==> config.mk <==
export PLATFORM = sky130hd
export DESIGN_NAME = uart_rx_flat
export DESIGN_NICKNAME = d
export VERILOG_FILES = /design/src/rtl/uart_pkg.sv /design/src/rtl/uart_rx_if.sv /design/src/rtl/uart_fifo.sv /design/src/rtl/uart_rx.sv /design/src/flat_wrapper.sv
export SDC_FILE = /design/constraint.sdc
export NUM_CORES = 1
export LEC_CHECK = 0
export ABC_AREA = 1
export CAP_MARGIN = 10
export CORE_MARGIN = 10
export CORE_UTILIZATION = 50
export CTS_CLUSTER_SIZE = 10
export DETAILED_ROUTE_END_ITERATION = 12
export PLACE_DENSITY = 0.68
export SLEW_MARGIN = 20
export SYNTH_ARGS = -nofsm -noshare
export SYNTH_HDL_FRONTEND = slang
export SYNTH_HIERARCHICAL = 1
export SYNTH_SLANG_ARGS = --single-unit
==> constraint.sdc <==
create_clock -name clk -period 3.55 [get_ports clk]
set_input_delay 0.8875 -clock clk [delete_from_list [all_inputs] [get_ports clk]]
set_output_delay 0.8875 -clock clk [all_outputs]
set_load 0.01 [all_outputs]
==> src/rtl/uart_pkg.sv <==
// ============================================================================
// Module      : uart_pkg
// Description : Shared types and constants for the UART receive/transmit
//               paths: receiver state encoding, FCR trigger levels, LCR field
//               positions, default FIFO depth and parity/trigger helpers.
// Ports       : none (package)
// Revision    : 1.0 - initial release
// ============================================================================
`default_nettype none
`timescale 1ns/1ps

package uart_pkg;

    localparam int FIFO_DEPTH_DEF = 16;

    // FCR[7:6] trigger levels, in FIFO entries
    localparam int TRIG_1  = 1;
    localparam int TRIG_4  = 4;
    localparam int TRIG_8  = 8;
    localparam int TRIG_14 = 14;

    // LCR field positions
    localparam int LCR_WLS   = 0;   // [1:0] word length select, 5 + value bits
    localparam int LCR_PEN   = 3;
    localparam int LCR_EPS   = 4;
    localparam int LCR_STICK = 5;

    typedef enum logic [2:0] {
        RX_IDLE     = 3'd0,
        RX_START    = 3'd1,
        RX_DATA     = 3'd2,
        RX_PARITY   = 3'd3,
        RX_STOP     = 3'd4,
        RX_BRK_WAIT = 3'd5
    } rx_state_e;

    // Trigger level in entries for an FCR[7:6] code
    function automatic logic [4:0] trig_level(input logic [1:0] sel);
        case (sel)
            2'b00:   return 5'(TRIG_1);
            2'b01:   return 5'(TRIG_4);
            2'b10:   return 5'(TRIG_8);
            default: return 5'(TRIG_14);
        endcase
    endfunction

    // Expected parity bit. Bits above the word length must already be zero.
    // Stick parity forces the bit to ~EPS; otherwise EPS selects even parity.
    function automatic logic exp_parity(input logic [7:0] data,
                                        input logic       eps,
                                        input logic       stick);
        if (stick)
            return ~eps;
        else if (eps)
            return ^data;
        else
            return ~(^data);
    endfunction

endpackage

`default_nettype wire

==> src/rtl/uart_rx_if.sv <==
// ============================================================================
// Module      : uart_rx_if
// Description : Host-side register interface of the UART receiver: RBR pop
//               and LSR read strobes from the host; FIFO head, LSR receive
//               status, FIFO fill level and receive interrupt from the UART.
// Modports    : master - host / register block (drives the strobes)
//               slave  - receiver (drives data, status and interrupt)
// Revision    : 1.0 - initial release
// ============================================================================
`default_nettype none
`timescale 1ns/1ps

interface uart_rx_if
    import uart_pkg::*;
#(
    parameter int FIFO_DEPTH = FIFO_DEPTH_DEF
);
    localparam int CW = $clog2(FIFO_DEPTH) + 1;

    logic          fifo_pop_i;
    logic          lsr_rd_i;
    logic [7:0]    rdata_o;
    logic          data_ready_o;
    logic          overrun_o;
    logic          parity_err_o;
    logic          framing_err_o;
    logic          break_o;
    logic [CW-1:0] fifo_count_o;
    logic          irq_rx_o;

    modport master (
        output fifo_pop_i, lsr_rd_i,
        input  rdata_o, data_ready_o, overrun_o, parity_err_o,
               framing_err_o, break_o, fifo_count_o, irq_rx_o
    );

    modport slave (
        input  fifo_pop_i, lsr_rd_i,
        output rdata_o, data_ready_o, overrun_o, parity_err_o,
               framing_err_o, break_o, fifo_count_o, irq_rx_o
    );

endinterface

`default_nettype wire

==> src/rtl/uart_fifo.sv <==
// ============================================================================
// Module      : uart_fifo
// Description : Synchronous show-ahead FIFO with occupancy count. A push while
//               full is accepted only when a pop happens in the same cycle; a
//               pop while empty is ignored. The head reads as zero when empty.
// Ports       : clk, rst (async, active-low), i_clr (flush), i_push/i_wdata,
//               i_pop, o_rdata (head), o_count, o_full, o_empty
// Revision    : 1.0 - initial release
// ============================================================================
`default_nettype none
`timescale 1ns/1ps

module uart_fifo #(
    parameter int DEPTH = 16,       // power of two, >= 2
    parameter int WIDTH = 8
) (
    input  logic                     clk,
    input  logic                     rst,
    input  logic                     i_clr,
    input  logic                     i_push,
    input  logic [WIDTH-1:0]         i_wdata,
    input  logic                     i_pop,
    output logic [WIDTH-1:0]         o_rdata,
    output logic [$clog2(DEPTH):0]   o_count,
    output logic                     o_full,
    output logic                     o_empty
);

    localparam int AW = $clog2(DEPTH);

    logic [WIDTH-1:0] r_mem [DEPTH];
    logic [AW-1:0]    r_wptr;
    logic [AW-1:0]    r_rptr;
    logic [AW:0]      r_count;
    logic             w_do_push;
    logic             w_do_pop;

    assign o_full    = (r_count == (AW+1)'(DEPTH));
    assign o_empty   = (r_count == '0);
    assign w_do_push = i_push & (~o_full | i_pop);
    assign w_do_pop  = i_pop & ~o_empty;
    assign o_count   = r_count;
    assign o_rdata   = o_empty ? '0 : r_mem[r_rptr];

    // Pointers wrap naturally modulo DEPTH
    always_ff @(posedge clk or negedge rst) begin
        if (!rst) begin
            r_wptr  <= '0;
            r_rptr  <= '0;
            r_count <= '0;
        end else if (i_clr) begin
            r_wptr  <= '0;
            r_rptr  <= '0;
            r_count <= '0;
        end else begin
            if (w_do_push)
                r_wptr <= r_wptr + 1'b1;
            if (w_do_pop)
                r_rptr <= r_rptr + 1'b1;
            case ({w_do_push, w_do_pop})
                2'b10:   r_count <= r_count + 1'b1;
                2'b01:   r_count <= r_count - 1'b1;
                default: r_count <= r_count;
            endcase
        end
    end

    // Storage needs no reset: the head is masked while the FIFO is empty
    always_ff @(posedge clk) begin
        if (w_do_push && !i_clr)
            r_mem[r_wptr] <= i_wdata;
    end

endmodule

`default_nettype wire

==> src/rtl/uart_rx.sv <==
// ============================================================================
// Module      : uart_rx
// Description : 16550-compatible UART receiver. Synchronises rx_i, samples it
//               on a 16x baud tick, assembles 5-8 bit characters with optional
//               parity, pushes them into an RX FIFO and maintains the LSR
//               receive status bits and the receive-data interrupt.
// Ports       : clk, rst (async, active-low), rx_i (serial in, idle 1),
//               baud_div_i {DLM,DLL}, lcr_i, fcr_trig_i (FCR[7:6]),
//               fifo_clr_i (FCR[1] pulse), host (uart_rx_if.slave: RBR pop,
//               LSR read, FIFO head, DR/OE/PE/FE/BI, fill level, irq)
// Revision    : 1.0 - initial release
// ============================================================================
`default_nettype none
`timescale 1ns/1ps

module uart_rx
    import uart_pkg::*;
#(
    parameter int FIFO_DEPTH  = FIFO_DEPTH_DEF,
    parameter int SYNC_STAGES = 2
) (
    input  logic        clk,
    input  logic        rst,
    input  logic        rx_i,
    input  logic [15:0] baud_div_i,
    input  logic [7:0]  lcr_i,
    input  logic [1:0]  fcr_trig_i,
    input  logic        fifo_clr_i,
    uart_rx_if.slave    host
);

    localparam int CW = $clog2(FIFO_DEPTH) + 1;

    // ---------------------------------------------------------------- sync
    logic [SYNC_STAGES-1:0] r_sync;
    logic                   r_rx_prev;
    logic                   w_rx;
    logic                   w_fall;

    assign w_rx   = r_sync[SYNC_STAGES-1];
    assign w_fall = r_rx_prev & ~w_rx;

    always_ff @(posedge clk or negedge rst) begin
        if (!rst) begin
            r_sync    <= '1;
            r_rx_prev <= 1'b1;
        end else begin
            r_sync    <= {r_sync[SYNC_STAGES-2:0], rx_i};
            r_rx_prev <= w_rx;
        end
    end

    // ---------------------------------------------------------------- tick
    // The divisor is captured at each wrap so a new value only takes effect
    // at the next wrap; a captured zero disables ticks and freezes the FSM.
    logic [15:0] r_div;
    logic [15:0] r_div_cnt;
    logic        w_en;
    logic        w_tick;

    assign w_en   = (r_div != 16'd0);
    assign w_tick = w_en && (r_div_cnt == r_div - 16'd1);

    always_ff @(posedge clk or negedge rst) begin
        if (!rst) begin
            r_div     <= 16'd0;
            r_div_cnt <= 16'd0;
        end else if (!w_en || w_tick) begin
            r_div     <= baud_div_i;
            r_div_cnt <= 16'd0;
        end else begin
            r_div_cnt <= r_div_cnt + 16'd1;
        end
    end

    // ---------------------------------------------------------------- FSM
    rx_state_e   r_state, w_state_nxt;
    logic [3:0]  r_smp, w_smp_nxt;
    logic [2:0]  r_bitcnt, w_bitcnt_nxt;
    logic [7:0]  r_shift, w_shift_nxt;
    logic        r_perr, w_perr_nxt;
    logic        r_zero, w_zero_nxt;      // every data/parity bit so far was 0
    logic [1:0]  r_wls, w_wls_nxt;
    logic        r_pen, w_pen_nxt;
    logic        r_eps, w_eps_nxt;
    logic        r_stick, w_stick_nxt;
    logic        w_push;
    logic        w_fe_set;
    logic        w_bi_set;
    logic        w_pe_set;
    logic        w_mid;
    logic        w_lcr_unused;

    // LCR[2] (stop bits) and LCR[7:6] do not affect reception
    assign w_lcr_unused = ^{lcr_i[7:6], lcr_i[2]};

    // After the start-bit mid-point the sample counter restarts at 0, so
    // every later mid-bit falls on the tick where it reads 15.
    assign w_mid = (r_smp == 4'd15);

    always_ff @(posedge clk or negedge rst) begin
        if (!rst) begin
            r_state  <= RX_IDLE;
            r_smp    <= 4'd0;
            r_bitcnt <= 3'd0;
            r_shift  <= 8'd0;
            r_perr   <= 1'b0;
            r_zero   <= 1'b0;
            r_wls    <= 2'd0;
            r_pen    <= 1'b0;
            r_eps    <= 1'b0;
            r_stick  <= 1'b0;
        end else begin
            r_state  <= w_state_nxt;
            r_smp    <= w_smp_nxt;
            r_bitcnt <= w_bitcnt_nxt;
            r_shift  <= w_shift_nxt;
            r_perr   <= w_perr_nxt;
            r_zero   <= w_zero_nxt;
            r_wls    <= w_wls_nxt;
            r_pen    <= w_pen_nxt;
            r_eps    <= w_eps_nxt;
            r_stick  <= w_stick_nxt;
        end
    end

    always_comb begin
        w_state_nxt  = r_state;
        w_smp_nxt    = r_smp;
        w_bitcnt_nxt = r_bitcnt;
        w_shift_nxt  = r_shift;
        w_perr_nxt   = r_perr;
        w_zero_nxt   = r_zero;
        w_wls_nxt    = r_wls;
        w_pen_nxt    = r_pen;
        w_eps_nxt    = r_eps;
        w_stick_nxt  = r_stick;
        w_push       = 1'b0;
        w_fe_set     = 1'b0;
        w_bi_set     = 1'b0;
        w_pe_set     = 1'b0;

        if (w_en) begin
            case (r_state)
                RX_IDLE: begin
                    if (w_fall) begin
                        w_state_nxt  = RX_START;
                        w_smp_nxt    = 4'd0;
                        w_bitcnt_nxt = 3'd0;
                        w_shift_nxt  = 8'd0;
                        w_perr_nxt   = 1'b0;
                        w_zero_nxt   = 1'b1;
                        w_wls_nxt    = lcr_i[LCR_WLS +: 2];
                        w_pen_nxt    = lcr_i[LCR_PEN];
                        w_eps_nxt    = lcr_i[LCR_EPS];
                        w_stick_nxt  = lcr_i[LCR_STICK];
                    end
                end
                RX_START: begin
                    if (w_tick) begin
                        w_smp_nxt = r_smp + 4'd1;
                        if (r_smp == 4'd7) begin
                            if (!w_rx) begin
                                w_state_nxt = RX_DATA;
                                w_smp_nxt   = 4'd0;
                            end else begin
                                w_state_nxt = RX_IDLE;
                            end
                        end
                    end
                end
                RX_DATA: begin
                    if (w_tick) begin
                        w_smp_nxt = r_smp + 4'd1;
                        if (w_mid) begin
                            w_shift_nxt[r_bitcnt] = w_rx;
                            w_zero_nxt            = r_zero & ~w_rx;
                            // last index is 4 + WLS, i.e. {1, WLS}
                            if (r_bitcnt == {1'b1, r_wls}) begin
                                w_bitcnt_nxt = 3'd0;
                                w_state_nxt  = r_pen ? RX_PARITY : RX_STOP;
                            end else begin
                                w_bitcnt_nxt = r_bitcnt + 3'd1;
                            end
                        end
                    end
                end
                RX_PARITY: begin
                    if (w_tick) begin
                        w_smp_nxt = r_smp + 4'd1;
                        if (w_mid) begin
                            w_perr_nxt  = (w_rx != exp_parity(r_shift, r_eps, r_stick));
                            w_zero_nxt  = r_zero & ~w_rx;
                            w_state_nxt = RX_STOP;
                        end
                    end
                end
                RX_STOP: begin
                    if (w_tick) begin
                        w_smp_nxt = r_smp + 4'd1;
                        if (w_mid) begin
                            // A break leaves the shift register all zero, so
                            // the pushed character is 0x00 without special-casing.
                            w_push      = 1'b1;
                            w_fe_set    = ~w_rx;
                            w_bi_set    = r_zero & ~w_rx;
                            w_pe_set    = r_perr;
                            w_state_nxt = w_rx ? RX_IDLE : RX_BRK_WAIT;
                        end
                    end
                end
                RX_BRK_WAIT: begin
                    if (w_rx)
                        w_state_nxt = RX_IDLE;
                end
                default: begin
                    w_state_nxt = RX_IDLE;
                end
            endcase
        end

        // Flush aborts the frame in progress, including a push in this cycle
        if (fifo_clr_i) begin
            w_state_nxt = RX_IDLE;
            w_push      = 1'b0;
            w_fe_set    = 1'b0;
            w_bi_set    = 1'b0;
            w_pe_set    = 1'b0;
        end
    end

    // ---------------------------------------------------------------- FIFO
    logic          w_full;
    logic          w_empty;
    logic          w_oe_set;
    logic [CW-1:0] w_trig_lvl;

    uart_fifo #(
        .DEPTH (FIFO_DEPTH),
        .WIDTH (8)
    ) u_fifo (
        .clk     (clk),
        .rst     (rst),
        .i_clr   (fifo_clr_i),
        .i_push  (w_push),
        .i_wdata (r_shift),
        .i_pop   (host.fifo_pop_i),
        .o_rdata (host.rdata_o),
        .o_count (host.fifo_count_o),
        .o_full  (w_full),
        .o_empty (w_empty)
    );

    assign w_oe_set          = w_push & w_full & ~host.fifo_pop_i;
    assign w_trig_lvl        = CW'(trig_level(fcr_trig_i));
    assign host.data_ready_o = ~w_empty;
    assign host.irq_rx_o     = (host.fifo_count_o >= w_trig_lvl);

    // ---------------------------------------------------------------- LSR
    // Sticky error bits: a set in the same cycle as an LSR read wins.
    logic r_oe, r_pe, r_fe, r_bi;

    always_ff @(posedge clk or negedge rst) begin
        if (!rst) begin
            r_oe <= 1'b0;
            r_pe <= 1'b0;
            r_fe <= 1'b0;
            r_bi <= 1'b0;
        end else begin
            r_oe <= w_oe_set | (r_oe & ~host.lsr_rd_i);
            r_pe <= w_pe_set | (r_pe & ~host.lsr_rd_i);
            r_fe <= w_fe_set | (r_fe & ~host.lsr_rd_i);
            r_bi <= w_bi_set | (r_bi & ~host.lsr_rd_i);
        end
    end

    assign host.overrun_o     = r_oe;
    assign host.parity_err_o  = r_pe;
    assign host.framing_err_o = r_fe;
    assign host.break_o       = r_bi;

endmodule

`default_nettype wire

==> src/flat_wrapper.sv <==
// flat-port wrapper written by rule: the top's interface ports become plain ports
module uart_rx_flat import uart_pkg::*;
#(
    parameter int FIFO_DEPTH  = FIFO_DEPTH_DEF,
    parameter int SYNC_STAGES = 2
)
  (clk, rst, rx_i, baud_div_i, lcr_i, fcr_trig_i, fifo_clr_i, host_fifo_pop_i, host_lsr_rd_i, host_rdata_o, host_data_ready_o, host_overrun_o, host_parity_err_o, host_framing_err_o, host_break_o, host_fifo_count_o, host_irq_rx_o);
  uart_rx_if #(.FIFO_DEPTH(FIFO_DEPTH)) host_i ();
  input  logic clk;
  input  logic rst;
  input  logic rx_i;
  input  logic [15:0] baud_div_i;
  input  logic [7:0] lcr_i;
  input  logic [1:0] fcr_trig_i;
  input  logic fifo_clr_i;
  input wire logic [$bits(host_i.fifo_pop_i)-1:0] host_fifo_pop_i;
  input wire logic [$bits(host_i.lsr_rd_i)-1:0] host_lsr_rd_i;
  output wire logic [$bits(host_i.rdata_o)-1:0] host_rdata_o;
  output wire logic [$bits(host_i.data_ready_o)-1:0] host_data_ready_o;
  output wire logic [$bits(host_i.overrun_o)-1:0] host_overrun_o;
  output wire logic [$bits(host_i.parity_err_o)-1:0] host_parity_err_o;
  output wire logic [$bits(host_i.framing_err_o)-1:0] host_framing_err_o;
  output wire logic [$bits(host_i.break_o)-1:0] host_break_o;
  output wire logic [$bits(host_i.fifo_count_o)-1:0] host_fifo_count_o;
  output wire logic [$bits(host_i.irq_rx_o)-1:0] host_irq_rx_o;
  assign host_i.fifo_pop_i = host_fifo_pop_i;
  assign host_i.lsr_rd_i = host_lsr_rd_i;
  assign host_rdata_o = host_i.rdata_o;
  assign host_data_ready_o = host_i.data_ready_o;
  assign host_overrun_o = host_i.overrun_o;
  assign host_parity_err_o = host_i.parity_err_o;
  assign host_framing_err_o = host_i.framing_err_o;
  assign host_break_o = host_i.break_o;
  assign host_fifo_count_o = host_i.fifo_count_o;
  assign host_irq_rx_o = host_i.irq_rx_o;
  uart_rx #(.FIFO_DEPTH(FIFO_DEPTH), .SYNC_STAGES(SYNC_STAGES)) u_core (.clk(clk), .rst(rst), .rx_i(rx_i), .baud_div_i(baud_div_i), .lcr_i(lcr_i), .fcr_trig_i(fcr_trig_i), .fifo_clr_i(fifo_clr_i), .host(host_i));
endmodule
==> metrics, run 1 <==
multiplexer share of the synthesized area=0.561%; row cnt=51; root buffer cell=clkbuf_16; Clk Latency, worst-skew pair=0.52 ns; DRC Markers=0; cts bufs inserted=25; initial antenna violation count=0; Die H=162 µm; status=complete, no violations; largest fanout on the critical path=6; Hold Crit Depth=0; dpl hpwl=15300 µm; remaining global-route overflow=0; commonest non-fill, non-tap cell in the layout=nand2_1; Syn-to-layout area delta=17.1%; r2r worst-path depth=23; dpl ws=-0.0613 ns; Synth Area in XOR/XNOR=2.45%; first-pass GRT wire length=36700 µm; layout cells sized above 1=11.6%; Die ar.=0.0261 mm²; sequential area share after synthesis=57.6%; RSZ-0062 raised after global routing=yes; worst setup path class=flip-flop to flip-flop; fmax=294 MHz; Die Span X=162 µm; antenna-violating nets left=0; crit-path max cell delay=0.38 ns; startpoint types=flip-flop; CTS max path bufs=3; endpoints failing hold=0; Synth Area in Simple Gates=20.7%; critical path required time=3.95 ns; flop2flop setup slack=0.15 ns; clk slew on worst S/H paths=0.05 ns; r2r endpoint=u_core/u_fifo/o_count[4]; Hold Startpoint=u_core/r_sync[0]; synthesized-area fraction occupied by adder cells=2.00%; CP cell instances=inv_1 > ha_2 > nand2_2 > nor2_1 > nand2_1 > nand2_1 > nand2_1 > nor2_1 > nand3_2 > nor2_4 > nand4_1 > or2_1 > inv_2 > inv_1 > nand3_4 > inv_2 > ha_1 > inv_1 > nor2_1 > nor2_1 > nand3_1 > nand3_1 > nand2_1; Slew Viols, Final=0; Design Power=5.57 mW; post-layout utilization of the core=59.9%; Setup crit end kind=flip-flop; Total GRT Usage=16.9%; pin slew with the least headroom to its limit=0.741 ns; worst-case clock skew=0.00973 ns; fin worst setup slack=0.150 ns; TritonCTS clock tree=built; GPL Wtd Cong=0.907; CP Data Arrival Time=3.80 ns; 1st-iter DRT viols=419; mapped cell area=0.0100 mm²; Syn Inst Count=1035; largest family of logic cells by synthesized area=simple AND/OR/NAND/NOR gates; CP max stage cell=dfrtp_1; cell area after placement=0.0110 mm²; Final Cycle Share=95.8%; drt first pass iters=5; Ports=51; Period minus WS final=3.40 ns; P_leak=4.65 nW; Max-slew headroom=50.6%; htree depth=1; largest net degree at the start of global routing=78; Worst Hold Path EP=u_core/r_sync[1]; Vias/cell=5.38; I/O Buffers=47; commonest non-fill, non-tap cells in the layout=171 x nand2_1, 144 x nor2_1, 128 x edfxtp_1; Via Count=7527; final-report setup violation count=0; Synth Register Bits=205; initial core utilization=51.2%; core footprint=0.0196 mm²; post-synthesis compound-gate area fraction=11.4%; mean post-synth cell area=9.69 µm²; Clock Sink Count=205; Cell Pwr Density=475 mW/mm²; Mapped Nets=1083; Hold/Removal Path Class=flip-flop to flip-flop; vias in the first global route=7379; Critical R2R Launch=u_core/r_div[1]; drt total wl=22200 µm; Yosys cell types=46; Nets=1162; Final Instance Area=0.0117 mm²; YS warnings=6; max cap viols=0; diodes inserted=0; maximum VDD drop=0.416 mV; Avg WL per Cell=15.9 µm
[area by class of cell]
class / instances / area (µm²)
fill: 1680 / 7850
sequential: 205 / 5780
multi-input combinational: 704 / 3740
timing repair buffer: 83 / 796
clock buffer: 44 / 727
inverter: 95 / 357
tap: 265 / 332
clock inverter: 2 / 17.5
[worst max-delay path by stage]
stage	endpoint	cells past startpoint	slack, ns	start
after floorplan	u_core/u_fifo/r_mem[14][0]	17	0.30	u_core/r_div[0]
after global placement	host_irq_rx_o	8	-0.01	fcr_trig_i[1]
after detailed placement	host_irq_rx_o	8	-0.06	fcr_trig_i[1]
after CTS	host_rdata_o[0]	8	0.005	u_core/u_fifo/r_rptr[1]
after global routing	u_core/u_fifo/o_count[4]	23	-0.11	u_core/r_div[0]
final	u_core/u_fifo/o_count[4]	23	0.15	u_core/r_div[1]
[power breakdown]
| part | internal (mW) | leakage (nW) | switching, mW |
|---|---|---|---|
| clock | 1.38 | 0.357 | 0.927 |
| sequential | 2.60 | 2.12 | 0.0811 |
| combinational | 0.219 | 2.18 | 0.364 |
| total | 4.20 | 4.65 | 1.37 |
[through the flow]
stage | hold WS (ns) | std cells | TNS (ns)
finish | 0.356 | 1398 | 0
floorplan | 0.345 | 1035 | 0
global placement | 0.347 | 1350 | -0.0134
detailed placement | 0.348 | 1350 | -0.0613
CTS | 0.356 | 1398 | 0
global route | 0.357 | 1398 | -0.106
[registers in the layout, indices dropped and copies added (netlist names), 2 cells and up]
| name | flops |
|---|---|
| u_core/r_sync | 2 |
| u_core/u_fifo/o_count | 5 |
| u_core/r_div_cnt | 16 |
| u_core/u_fifo/r_wptr | 4 |
| u_core/r_bitcnt | 3 |
| u_core/r_smp | 4 |
| u_core/r_state | 3 |
| u_core/u_fifo/r_rptr | 4 |
| u_core/u_fifo/r_mem | 128 |
| u_core/r_shift | 8 |
| u_core/r_div | 16 |
| u_core/r_wls | 2 |
[worst max-delay path, delay by kind of cell (launching register included)]
kind          cells  cell delay (ns)
flops             1             0.38
fa+ha+maj         2             0.57
buf+inv           5             0.53
simple gates     16             1.79
[Yosys cell counts (all sizes together)]
cell    number  area, µm²
nand2      186        741
nor2       158        653
edfxtp     128       3840
o21ai      116        584
inv         94        353
dfrtp       74       1850
nand3       65        373
a21oi       29        168
nor3        24        120
o221ai      24        210
buf         22        138
ha          16        200
xnor2       14        123
xor2        14        123
o22ai       10       62.6
clkbuf       9       38.8
nand4        9       56.3
nand3b       6       45.0
mux2         5       56.3
or2          5       31.3
a31oi        4       25.0
nor3b        4       30.0
o211ai       4       35.0
a211oi       3       22.5
dfstp        3       78.8
nor4         3       25.0
o21a         3       22.5
a21boi       1       7.51
a21o         1       7.51
clkinv       1       3.75
[kinds of logic (layout without fill, tap and decap cells)]
| logic type | count (synthesis) | in the layout |
|---|---|---|
| buffers and inverters | 126 | 224 |
| multiplexers | 5 | 5 |
| AO/OA/AOI/OAI | 195 | 195 |
| adder cells (fa/ha/maj) | 16 | 16 |
| AND/OR/NAND/NOR | 460 | 460 |
| XOR/XNOR | 28 | 28 |
| flip-flops | 205 | 205 |
[per-layer routing]
layer,GRT usage (%),part of all wire (%),up-vias
li1,-,-,3731
met1,21.9,45,3555
met2,28.8,48,196
met3,2.62,4.7,45
met4,4.96,2.3,0
met5,0,0,-
[timing repair]
item	in CTS	in global routing
setup buffers	2	0
gates cloned	0	0
hold buffers	0	0
setup endpoints to repair	9	136
pin swaps	3	0
resized for setup	9	7
No activity file was read; power rests on OpenSTA's default activity.
==> run 2, diff against run 1 <==
==> constraint.sdc (replaced) <==
create_clock -name clk -period 3.72 [get_ports clk]
set_input_delay 0.93 -clock clk [delete_from_list [all_inputs] [get_ports clk]]
set_output_delay 0.93 -clock clk [all_outputs]
set_load 0.005 [all_outputs]
==> metrics, run 2 (synthesis gave the netlist of run 1 again) <==
Psw=1.32 mW (was 1.37 mW); P_leak=4.54 nW (was 4.65 nW); commonest non-fill, non-tap cell in the layout=nand2_1 (unchanged); CTS max path bufs=3 (unchanged); Slew Viols, Final=0 (unchanged); Fin Setup TNS=0 ns (unchanged); status=complete, no violations (unchanged); drt first pass iters=5 (unchanged); combinational power share=10.4% (was 10.5%); Top Registers=u_core/u_fifo/r_mem: 128 flops, u_core/r_div: 16 flops, u_core/r_div_cnt: 16 flops (unchanged); clk slew on worst S/H paths=0.05 ns (about the same); Seq pwr share=47.9% (was 48.2%); remaining global-route overflow=0 (unchanged); hold slack=0.356 ns (about the same); Avg WL per Cell=16.3 µm (was 15.9 µm); Die ar.=0.0261 mm² (unchanged); initial antenna violation count=0 (unchanged); post-layout utilization of the core=59.9% (about the same); cts bufs inserted=25 (unchanged); largest net degree at the start of global routing=78 (unchanged); DRC Markers=0 (unchanged); final-report setup violation count=0 (unchanged); Total GRT Usage=17.2% (was 16.9%); CP cell instances=clkdlybuf4s50_1 > nand2_1 > ha_1 > a21boi_1 > o21a_1 > o21ai_0 > nand2_1 > clkdlybuf4s50_1 (was inv_1 > ha_2 > nand2_2 > nor2_1 > nand2_1 > nand2_1 > nand2_1 > nor2_1 > nand3_2 > nor2_4 > nand4_1 > or2_1 > inv_2 > inv_1 > nand3_4 > inv_2 > ha_1 > inv_1 > nor2_1 > nor2_1 > nand3_1 > nand3_1 > nand2_1); largest fanout on the critical path=3 (was 6); diodes inserted=0 (unchanged); cell count after placement=1345 (was 1350); fin worst setup slack=0.0927 ns (was 0.150 ns); Reg with most FFs=u_core/u_fifo/r_mem (unchanged); htree depth=1 (unchanged); Via Count=7542 (was 7527); dpl ws=0.0694 ns (was -0.0613 ns); Clock Sink Count=205 (unchanged); Die H=162 µm (unchanged); crit path capture=host_irq_rx_o (was u_core/u_fifo/o_count[4]); I/O Buffers=47 (unchanged); pin slew with the least headroom to its limit=1.00 ns (was 0.741 ns); Syn-to-layout area delta=16.9% (was 17.1%); r2r worst-path depth=23 (unchanged); Buf+Inv Stages, Crit Path=2 (was 5); Cell Pwr Density=457 mW/mm² (was 475 mW/mm²); Max-slew headroom=33.1% (was 50.6%); worst setup path class=input port to output port (was flip-flop to flip-flop); TritonCTS clock tree=built (unchanged); Crit path max-delay family=buffers and inverters (was simple AND/OR/NAND/NOR gates); vias in the first global route=7345 (was 7379); r2r endpoint=u_core/u_fifo/o_count[4] (unchanged); Largest register FFs=128 (unchanged); Hold/Removal Path Class=flip-flop to flip-flop (unchanged); first-pass GRT wire length=37200 µm (was 36700 µm); antenna-violating nets left=0 (unchanged); CP Depth=8 (was 23); layout cells sized above 1=11.4% (was 11.6%); critical path launch point=fcr_trig_i[1] (was u_core/r_div[1]); drt total wl=22700 µm (was 22200 µm); Critical R2R Launch=u_core/r_div[0] (was u_core/r_div[1]); Die Span X=162 µm (unchanged); startpoint types=input port (was flip-flop); Vias/cell=5.41 (was 5.38); fmax=276 MHz; CP Data Arrival Time=2.70 ns (was 3.80 ns); Nets=1157 (was 1162); root buffer cell=clkbuf_16 (unchanged); flop2flop setup slack=0.33 ns (was 0.15 ns); dpl hpwl=15300 µm (about the same); Final Non-Filler Cells=1393 (was 1398); Setup crit end kind=output port (was flip-flop); CP max stage cell=clkdlybuf4s50_1 (was dfrtp_1); crit-path max cell delay=0.50 ns (was 0.38 ns); GPL Wtd Cong=0.900 (was 0.907); initial core utilization=51.2% (unchanged); Int Pwr=4.03 mW (was 4.20 mW); maximum VDD drop=0.423 mV (was 0.416 mV); 1st-iter DRT viols=466 (was 419); Switching Share=24.7% (was 24.6%); Final Cycle Share=97.5%; Clk Latency, worst-skew pair=0.53 ns (was 0.52 ns); Hold Crit Depth=0 (unchanged); endpoints failing hold=0 (unchanged); Ports=51 (unchanged); Period minus WS final=3.63 ns; commonest non-fill, non-tap cells in the layout=171 x nand2_1, 143 x nor2_1, 128 x edfxtp_1 (was 171 x nand2_1, 144 x nor2_1, 128 x edfxtp_1); row cnt=51 (unchanged); critical path required time=2.79 ns (was 3.95 ns); worst-case clock skew=0.00943 ns (was 0.00973 ns); core footprint=0.0196 mm² (unchanged); Clk pwr share=41.7% (was 41.3%); max cap viols=0 (unchanged)
[run 2: cell types whose count changed in the layout (fill, tap and decap cells not counted), moves of 2 or more]
cell             previous run  this run
buf_4                      32        27
clkdlybuf4s50_1            37        46
dlymetal6s2s_1              4         0
dlygate4sd2_1               5         0
dfrtp_2                     2         0
[run 2: per-layer routing]
layer / wire length [µm] / share of wire, % / up-vias / track usage [%]
li1: - / - / 3714 / -
met1: 10200 / 45 / 3599 / 22.7
met2: 10900 / 48 / 193 / 28.6
met3: 1190 / 5.2 / 36 / 3.00
met4: 417 / 1.8 / 0 / 4.43
met5: 0 / 0 / - / 0
[run 2: power groups by stage]
stage	logic, mW	registers, mW	clock network [mW]
final	0.555	2.57	2.23
after global routing	0.640	2.58	2.39
after CTS	0.559	2.57	2.28
after detailed placement	0.557	2.61	0
after global placement	0.545	2.61	0
after floorplan	0.459	2.58	0
[run 2: area by class of cell]
type	instances	area, µm²
fill	1671	7870
sequential	205	5780
multi-input combinational	704	3750
timing repair buffer	78	746
clock buffer	44	737
inverter	95	357
tap	265	332
clock inverter	2	25.0
[run 2: repair_timing]
action,CTS,global route
setup endpoints to repair,1,138
hold buffers,0,0
hold endpoints to repair,0,0
gates resized for setup,1,13
pin swaps,0,2
setup buffers,0,2
[run 2: worst min-delay path by stage]
stage | startpoint | end | slack [ns]
after floorplan | u_core/r_sync[0] | u_core/r_sync[1] | 0.35
after global placement | u_core/r_sync[0] | u_core/r_sync[1] | 0.35
after detailed placement | u_core/r_sync[0] | u_core/r_sync[1] | 0.35
after CTS | u_core/r_sync[0] | u_core/r_sync[1] | 0.36
after global routing | u_core/r_sync[0] | u_core/r_sync[1] | 0.36
final | u_core/r_sync[0] | u_core/r_sync[1] | 0.36
[run 2: through the flow]
| stage | cell area, µm² | total power, mW |
|---|---|---|
| 3_3_place_gp | 10900 | 3.15 |
| 4_1_cts | 11700 | 5.41 |
| 3_5_place_dp | 10900 | 3.17 |
| 2_1_floorplan | 10000 | 3.04 |
| 6_report | 11700 | 5.36 |
| 5_1_grt | 11700 | 5.61 |
==> run 3, diff against run 2 <==
--- a/config.mk
+++ b/config.mk
@@ -12,7 +12,6 @@
 export CTS_CLUSTER_SIZE = 10
 export DETAILED_ROUTE_END_ITERATION = 12
 export PLACE_DENSITY = 0.68
-export SLEW_MARGIN = 20
 export SYNTH_ARGS = -nofsm -noshare
 export SYNTH_HDL_FRONTEND = slang
 export SYNTH_HIERARCHICAL = 1
==> results of run 3 <==
The final DEF is identical to that of run 2; final timing and power are the same.
